==> config.mk <==
export PLATFORM = sky130hd
export DESIGN_NAME = cond_exec_stage_flat
export DESIGN_NICKNAME = d
export VERILOG_FILES = /design/src/rtl/cond_exec_stage_if.sv /design/src/rtl/cond_exec_stage.sv /design/src/flat_wrapper.sv
export SDC_FILE = /design/constraint.sdc
export NUM_CORES = 1
export LEC_CHECK = 0
export CAP_MARGIN = 20
export CORE_ASPECT_RATIO = 1.25
export CORE_UTILIZATION = 41
export DETAILED_ROUTE_END_ITERATION = 8
export GPL_ROUTABILITY_DRIVEN = 0
export PLACE_DENSITY = 0.91
export SLEW_MARGIN = 10
export SYNTH_ARGS = -nofsm -noshare
export SYNTH_HDL_FRONTEND = slang
export SYNTH_SLANG_ARGS = --single-unit
==> constraint.sdc <==
create_clock -name clk -period 3.7 [get_ports clk]
set_input_delay 0.555 -clock clk [delete_from_list [all_inputs] [get_ports clk]]
set_output_delay 0.555 -clock clk [all_outputs]
set_load 0.03 [all_outputs]
==> src/rtl/cond_exec_stage_if.sv <==
// Execute-to-memory bus for the conditional-execution stage: decode controls and ALU
// results go in, gated memory-stage controls and the condition flags come out.
interface cond_exec_stage_if #(
    parameter int DATA_W = 32
);
    // in_valid marks an instruction in execute. There is no ready: stall=1 makes the stage
    // hold everything, and upstream keeps the same instruction (and any flush) on the bus.
    logic              in_valid;
    logic              stall;
    logic              flush;
    logic [3:0]        Cond;
    logic [1:0]        FlagW;
    logic              PCS;
    logic              RegW;
    logic              MemW;
    logic [3:0]        ALUFlags;
    logic [DATA_W-1:0] ALUResult;
    logic [3:0]        WA3;

    logic              CondEx;
    logic [3:0]        Flags;
    logic              ValidM;
    logic              PCSrcM;
    logic              RegWriteM;
    logic              MemWriteM;
    logic [DATA_W-1:0] ALUResultM;
    logic [3:0]        WA3M;

    modport master (
        output in_valid, stall, flush, Cond, FlagW, PCS, RegW, MemW, ALUFlags, ALUResult, WA3,
        input  CondEx, Flags, ValidM, PCSrcM, RegWriteM, MemWriteM, ALUResultM, WA3M
    );

    modport slave (
        input  in_valid, stall, flush, Cond, FlagW, PCS, RegW, MemW, ALUFlags, ALUResult, WA3,
        output CondEx, Flags, ValidM, PCSrcM, RegWriteM, MemWriteM, ALUResultM, WA3M
    );
endinterface

==> src/rtl/cond_exec_stage.sv <==
// ARM-style conditional execution: evaluates Cond against the stored NZCV flags, gates the
// decode controls, commits selected flag halves and registers the execute->memory stage.
module cond_exec_stage #(
    parameter int DATA_W = 32
) (
    input  logic               clk,
    input  logic               reset,
    cond_exec_stage_if.slave   bus
);
    logic [3:0]        flags_q;
    logic              valid_q;
    logic              pcsrc_q;
    logic              regwrite_q;
    logic              memwrite_q;
    logic [DATA_W-1:0] result_q;
    logic [3:0]        wa3_q;

    logic flag_n, flag_z, flag_c, flag_v;
    logic cond_ex;
    logic commit;

    assign flag_n = flags_q[3];
    assign flag_z = flags_q[2];
    assign flag_c = flags_q[1];
    assign flag_v = flags_q[0];

    // Evaluated on the pre-update flags: an instruction never sees its own flag write.
    always_comb begin
        cond_ex = 1'b0;
        case (bus.Cond)
            4'b0000: cond_ex = flag_z;
            4'b0001: cond_ex = ~flag_z;
            4'b0010: cond_ex = flag_c;
            4'b0011: cond_ex = ~flag_c;
            4'b0100: cond_ex = flag_n;
            4'b0101: cond_ex = ~flag_n;
            4'b0110: cond_ex = flag_v;
            4'b0111: cond_ex = ~flag_v;
            4'b1000: cond_ex = flag_c & ~flag_z;
            4'b1001: cond_ex = ~flag_c | flag_z;
            4'b1010: cond_ex = (flag_n == flag_v);
            4'b1011: cond_ex = (flag_n != flag_v);
            4'b1100: cond_ex = ~flag_z & (flag_n == flag_v);
            4'b1101: cond_ex = flag_z | (flag_n != flag_v);
            4'b1110: cond_ex = 1'b1;
            default: cond_ex = 1'b0;
        endcase
    end

    assign commit = bus.in_valid & cond_ex & ~bus.flush;

    // Stall wins over flush; a flush seen during a stall is dropped and re-driven upstream.
    always_ff @(posedge clk) begin
        if (reset) begin
            flags_q    <= 4'b0000;
            valid_q    <= 1'b0;
            pcsrc_q    <= 1'b0;
            regwrite_q <= 1'b0;
            memwrite_q <= 1'b0;
            result_q   <= '0;
            wa3_q      <= 4'b0000;
        end else if (!bus.stall) begin
            if (commit && bus.FlagW[1]) flags_q[3:2] <= bus.ALUFlags[3:2];
            if (commit && bus.FlagW[0]) flags_q[1:0] <= bus.ALUFlags[1:0];
            valid_q    <= bus.in_valid & ~bus.flush;
            pcsrc_q    <= bus.PCS & commit;
            regwrite_q <= bus.RegW & commit;
            memwrite_q <= bus.MemW & commit;
            result_q   <= bus.ALUResult;
            wa3_q      <= bus.WA3;
        end
    end

    assign bus.CondEx     = cond_ex;
    assign bus.Flags      = flags_q;
    assign bus.ValidM     = valid_q;
    assign bus.PCSrcM     = pcsrc_q;
    assign bus.RegWriteM  = regwrite_q;
    assign bus.MemWriteM  = memwrite_q;
    assign bus.ALUResultM = result_q;
    assign bus.WA3M       = wa3_q;
endmodule

==> src/flat_wrapper.sv <==
// flat-port wrapper written by rule: the top's interface ports become plain ports
module cond_exec_stage_flat 
#(
    parameter int DATA_W = 32
)
  (clk, reset, bus_in_valid, bus_stall, bus_flush, bus_Cond, bus_FlagW, bus_PCS, bus_RegW, bus_MemW, bus_ALUFlags, bus_ALUResult, bus_WA3, bus_CondEx, bus_Flags, bus_ValidM, bus_PCSrcM, bus_RegWriteM, bus_MemWriteM, bus_ALUResultM, bus_WA3M);
  cond_exec_stage_if #(.DATA_W(DATA_W)) bus_i ();
  input  logic clk;
  input  logic reset;
  input wire logic [$bits(bus_i.in_valid)-1:0] bus_in_valid;
  input wire logic [$bits(bus_i.stall)-1:0] bus_stall;
  input wire logic [$bits(bus_i.flush)-1:0] bus_flush;
  input wire logic [$bits(bus_i.Cond)-1:0] bus_Cond;
  input wire logic [$bits(bus_i.FlagW)-1:0] bus_FlagW;
  input wire logic [$bits(bus_i.PCS)-1:0] bus_PCS;
  input wire logic [$bits(bus_i.RegW)-1:0] bus_RegW;
  input wire logic [$bits(bus_i.MemW)-1:0] bus_MemW;
  input wire logic [$bits(bus_i.ALUFlags)-1:0] bus_ALUFlags;
  input wire logic [$bits(bus_i.ALUResult)-1:0] bus_ALUResult;
  input wire logic [$bits(bus_i.WA3)-1:0] bus_WA3;
  output wire logic [$bits(bus_i.CondEx)-1:0] bus_CondEx;
  output wire logic [$bits(bus_i.Flags)-1:0] bus_Flags;
  output wire logic [$bits(bus_i.ValidM)-1:0] bus_ValidM;
  output wire logic [$bits(bus_i.PCSrcM)-1:0] bus_PCSrcM;
  output wire logic [$bits(bus_i.RegWriteM)-1:0] bus_RegWriteM;
  output wire logic [$bits(bus_i.MemWriteM)-1:0] bus_MemWriteM;
  output wire logic [$bits(bus_i.ALUResultM)-1:0] bus_ALUResultM;
  output wire logic [$bits(bus_i.WA3M)-1:0] bus_WA3M;
  assign bus_i.in_valid = bus_in_valid;
  assign bus_i.stall = bus_stall;
  assign bus_i.flush = bus_flush;
  assign bus_i.Cond = bus_Cond;
  assign bus_i.FlagW = bus_FlagW;
  assign bus_i.PCS = bus_PCS;
  assign bus_i.RegW = bus_RegW;
  assign bus_i.MemW = bus_MemW;
  assign bus_i.ALUFlags = bus_ALUFlags;
  assign bus_i.ALUResult = bus_ALUResult;
  assign bus_i.WA3 = bus_WA3;
  assign bus_CondEx = bus_i.CondEx;
  assign bus_Flags = bus_i.Flags;
  assign bus_ValidM = bus_i.ValidM;
  assign bus_PCSrcM = bus_i.PCSrcM;
  assign bus_RegWriteM = bus_i.RegWriteM;
  assign bus_MemWriteM = bus_i.MemWriteM;
  assign bus_ALUResultM = bus_i.ALUResultM;
  assign bus_WA3M = bus_i.WA3M;
  cond_exec_stage #(.DATA_W(DATA_W)) u_core (.clk(clk), .reset(reset), .bus(bus_i));
endmodule
==> results of run 1 <==
==> logic make-up after synthesis <==
family,after synthesis,synth area share
buffers and inverters,10,0.0233
muxes,42,0.237
AOI/OAI and AO/OA,14,0.0565
xor gates and xnor gates,2,0.00990
and+or+nand+nor,65,0.175
DFF,44,0.498
==> through the flow <==
step,util,instances,total power (W),cell area [um^2]
after floorplan,-,177,0.000638,1770
after global placement,0.682,324,0.000754,2790
after detailed placement,0.682,324,0.000759,2790
after CTS,0.702,332,0.00105,2880
after global routing,0.702,332,0.00109,2880
final,0.702,332,0.00104,2880
==> final timing paths <==
check / slack [ns] / start / endpoint
max: 0.47 / bus_Cond[3] / bus_CondEx
min: 0.47 / u_core.bus.MemWriteM / u_core.bus.MemWriteM
max reg2reg: 2.02 / u_core.bus.Flags[3] / u_core.bus.MemWriteM
min reg2reg: 0.47 / u_core.bus.MemWriteM / u_core.bus.MemWriteM
==> area by class of cell <==
type | count | area (um^2) | area share
repair buffers | 100 | 991 | 0.344
well taps | 56 | 70.1 | 0.0243
multi-input cells | 123 | 848 | 0.295
inverters | 1 | 3.75 | 0.00130
clock buffers | 7 | 76.3 | 0.0265
clock inverters | 1 | 8.76 | 0.00304
flip-flops and latches | 44 | 881 | 0.306
==> flip-flops by register name, indices dropped and copies added (netlist names) <==
name                   flops
u_core.bus.PCSrcM          1
u_core.bus.MemWriteM       1
u_core.bus.Flags           4
u_core.bus.ALUResultM     32
u_core.bus.ValidM          1
u_core.bus.RegWriteM       1
u_core.bus.WA3M            4
==> cells in the final DEF, fill, tap and decap left out <==
cell and n:
clkdlybuf4s50_1 97, dfxtp_1 44, mux2i_1 42, nor2_1 38
nand2b_1 12, nor2b_1 5, clkbuf_8 5, nand2_1 4
a21oi_1 3, a32o_1 3, xnor2_1 2, nor3b_1 2
and3b_1 2, o22ai_1 2, a31oi_1 2, clkbuf_1 2
buf_4 2, nor4b_1 1, a32oi_1 1, inv_1 1
o31ai_1 1, o21ai_0 1, o221ai_1 1, nand3_1 1
clkinv_4 1, buf_2 1
==> routing by layer <==
| metal | up-vias | part of all wire |
|---|---|---|
| li1 | 801 | - |
| met1 | 735 | 0.39 |
| met2 | 53 | 0.53 |
| met3 | 7 | 0.065 |
| met4 | 0 | 0.020 |
| met5 | - | 0 |
==> where the power goes <==
part | internal [W] | total, W | switching, W | leakage [nW]
clock network | 0.000135 | 0.000294 | 0.000159 | 0.0424
logic | 0.000124 | 0.000236 | 0.000112 | 0.762
registers | 0.000498 | 0.000510 | 0.0000125 | 0.362
total | 0.000757 | 0.00104 | 0.000284 | 1.17
==> metrics, run 1 <==
vias ~1600; Crit path required time between 3 and 4 ns; final worst setup slack between 0.4 and 0.5 ns; yosys warns 0; CP max stage delay ~0.64 ns; max-cap violations 0; CTS max path bufs 2; DP Worst Slack 0.476 ns; DRC 0; 1st-pass router iterations 4; delay-heaviest family, CP buffers and inverters; post-detail-place hpwl 3180 um; Worst-Margin Slew between 0.7 and 0.8 ns; Most Crowded Layer GR met2; most used cell along the critical path clkdlybuf4s50_1; crit-path cells clkdlybuf4s50_1 -> and3b_1 -> a32oi_1 -> mux2i_1 -> nand3_1 -> clkdlybuf4s50_1; Fin. Hold Viols 0; post-synthesis net count 231; die footprint between 4000 and 5000 um^2; Min Hold Slack about 0.47 ns; CP max-delay cell clkdlybuf4s50_1; Critical Path AT 2.68 ns; crit-path max FO 9; worst vdd ir around 0.28 mV; nets about 330; Slew Limit Fails 0; Pleak between 1 and 1.5 nW; Setup Fix Bufs, Post-CTS 0; Synth top cells by count dfxtp_1 (44), mux2i_1 (42), nor2_1 (38); Peak Freq just over 300 MHz; initial DRC count 55; post-route ant nets 0; Area Overhead vs Synth 62.6%; dominant synthesized flop cell dfxtp_1; critical path depth 6; status completed; Initial Util 0.432; # IOs 99; Max H-tree Level 2; CP startpoint kind input port; largest net degree at the start of global routing 39; Mapped Cells 177; grt total ovfl 0; IO Port Bufs a little under 100; met2 global-route usage 0.364; # fillers roughly 340; layout cells sized above 1 0.0326; post-synth top area share 0.498; final wirelength 4350 um; worst skew pair latency around 0.29 ns; Rows 26; first-pass GRT wire length between 6000 and 7000 um; die height between 70 and 80 um; post-synth top area cell dfxtp_1; most common cell in the netlist dfxtp_1; gr usage total 0.199; CP Capture Type output port; worst hold stages 1; initial antenna violation count 0; number of global-route vias before repair ~1500; Worst-path clk slew 0.08 ns; top cells by area, synth dfxtp_1 (50%), mux2i_1 (24%), nor2_1 (8.1%); met3 Use GR 0.0611; total CTS buffers 5; Clock Sinks 44; post-synthesis cell type count 23; TritonCTS clock tree built; final setup TNS 0 ns; number of synthesized flops with an enable pin 0; fin crit period about 3.2 ns; via/cell ratio 4.81; register bit total from synthesis 44; Reg2Reg Depth 5; synthesized area roughly 1800 um^2; met1 usage 0.199; hold buffers post-CTS 0; Placeable Area just over 4000 um^2; power density cells approximately 360 nW/um^2; Seq/Total Area, Yosys 0.498; Mean Syn Cell Area 10.0 um^2; worst-case clock skew around 0.0034 ns; period utilization 0.873; RSZ-0062 raised after global routing false; Root Driver clkbuf_8; worst min-delay path category reg2reg; diode count 0; die width around 61 um; Slew HR 0.497; Worst Path Class, Setup in2out; CP Buf/Inv Count 2; Setup-failing EPs final 0; post-CTS resize count 0; detailed-route wire length per cell between 10 and 15 um; asr flop ratio synth 0
No activity file was read; power rests on OpenSTA's default activity.
==> run 2: changes to the inputs <==
--- a/config.mk
+++ b/config.mk
@@ -8,6 +8,7 @@
 export CAP_MARGIN = 20
 export CORE_ASPECT_RATIO = 1.25
 export CORE_UTILIZATION = 41
+export CTS_CLUSTER_SIZE = 16
 export DETAILED_ROUTE_END_ITERATION = 8
 export GPL_ROUTABILITY_DRIVEN = 0
 export PLACE_DENSITY = 0.91
==> results of run 2 <==
No change in the layout: final DEF, timing and power equal those of run 1.
==> run 3: changes to the inputs <==
==> constraint.sdc (replaced) <==
create_clock -name clk -period 3.9 [get_ports clk]
set_input_delay 0.585 -clock clk [delete_from_list [all_inputs] [get_ports clk]]
set_output_delay 0.585 -clock clk [all_outputs]
set_load 0.03 [all_outputs]
==> run 3 against run 2 <==
Worst setup slack gained 0.13 ns. Non-clock buffer count unchanged. Sequential cell count unchanged. Power up 1.2%. Via count increased by 2.5%. Register-to-register slack better by 0.17 ns. Critical path depth stayed put. Sequential share of layout area down 0.24 points. Routed wire length rose by 4.1%. Clock power grew 16%. Critical endpoint unchanged. Largest power group unchanged.
==> metrics, run 3 (same netlist as run 1, synthesis figures left out) <==
status completed; crit-path max FO 9; RSZ-0062 raised after global routing false; Placed Area roughly 2800 um^2; Power, Total about 0.0011 W; DRC 0; Pleak around 1.2 nW; non-filler cells, final 332; Setup-failing EPs final 0; commonest non-fill, non-tap cell in the layout clkdlybuf4s50_1; 1st-pass router iterations 4; Clock Sinks 44; Peak Freq 303 MHz; worst vdd ir about 0.29 mV; Setup Fix Bufs, Post-CTS 0; worst min-delay path category reg2reg; delay-heaviest family, CP buffers and inverters; grt total ovfl 0; power density cells approximately 360 nW/um^2; Crit path required time 3.31 ns; crit-path cells clkdlybuf4s50_1 -> and3b_1 -> a32oi_1 -> mux2i_1 -> nand3_1 -> clkdlybuf4s50_1; detailed-route wire length per cell ~14 um; CP max-delay cell clkdlybuf4s50_1; number of flip-flops in the largest register 32; worst skew pair latency just under 0.3 ns; Slew Limit Fails 0; # fillers between 300 and 400; post-detail-place hpwl about 3300 um; Rows 26; nets roughly 330; vias ~1600; most used cell along the critical path clkdlybuf4s50_1; initial DRC count 82; die footprint between 4000 and 5000 um^2; # placed instances between 300 and 400; final wirelength between 4000 and 5000 um; Worst-path clk slew roughly 0.080 ns; worst-case clock skew around 0.0020 ns; fin crit period 3.30 ns; IO Port Bufs ~100; first-pass GRT wire length 6580 um; post-CTS resize count 0; post-route cell area ~2900 um^2; CP Capture Type output port; Root Driver clkbuf_8; period utilization 0.846; layout cells sized above 1 0.0362; CTS max path bufs 2; post-route ant nets 0; CP startpoint kind input port; # IOs 99; largest net degree at the start of global routing 39; Fin. Hold Viols 0; gr usage total 0.198; commonest non-fill, non-tap cells in the layout clkdlybuf4s50_1 (97), dfxtp_1 (44), mux2i_1 (42); Reg area slightly below 900 um^2; total CTS buffers 5; Area Overhead vs Synth 63.9%; TritonCTS clock tree built; max-cap violations 0; die width 60.8 um; Slew HR 0.314; diode count 0; footprint of the multi-input gates roughly 850 um^2; Initial Util 0.432; number of global-route vias before repair about 1500; CP max stage delay approximately 0.64 ns; Worst Path Class, Setup in2out; Placeable Area 4100 um^2; Critical Path AT between 2 and 3 ns; Worst-Margin Slew slightly above 1 ns; CP Buf/Inv Count 2; hold buffers post-CTS 0; Max H-tree Level 2; die height about 75 um; fin util 0.708; R2R setup slack 2.19 ns; final setup TNS 0 ns; via/cell ratio approximately 4.9; initial antenna violation count 0
## run 3: worst reg2reg max path: stages (launching register included)
cell and delay (ns):
dfxtp_1 0.48, nand2b_1 0.12, a32oi_1 0.26, mux2i_1 0.30, nand3_1 0.19, a32o_1 0.26
## run 3: routing by layer
metal  wire [um]  vias up  GRT usage
li1            -      801          -
met1        1740      773      0.210
met2        2400       55      0.348
met3         312        7     0.0713
met4          75        0     0.0884
met5           0        -          0
## run 3: worst paths after layout
kind,startpoint,endpoint,cells past startpoint
setup / recovery,bus_Cond[3],bus_CondEx,6
hold / removal,u_core.bus.MemWriteM,u_core.bus.MemWriteM,1
setup reg to reg,u_core.bus.Flags[3],u_core.bus.RegWriteM,5
hold reg to reg,u_core.bus.MemWriteM,u_core.bus.MemWriteM,1
## run 3: power breakdown
group	switching, W	internal [W]
sequential	0.0000124	0.000472
combinational	0.000108	0.000118
clock	0.000152	0.000190
total	0.000272	0.000781
## run 3: area by class of cell
class,instances,share of cell area
Clock buffer,6,0.0250
Multi-Input combinational cell,123,0.292
Timing Repair Buffer,100,0.342
Inverter,1,0.00129
Sequential cell,44,0.304
Tap cell,56,0.0241
Clock inverter,2,0.0121
## run 3: through the flow
step,setup slack [ns],hold WS (ns)
5_1_grt,0.432,0.504
3_5_place_dp,0.596,0.459
6_report,0.599,0.472
4_1_cts,0.590,0.479
3_3_place_gp,0.673,0.451
2_1_floorplan,1.75,0.624
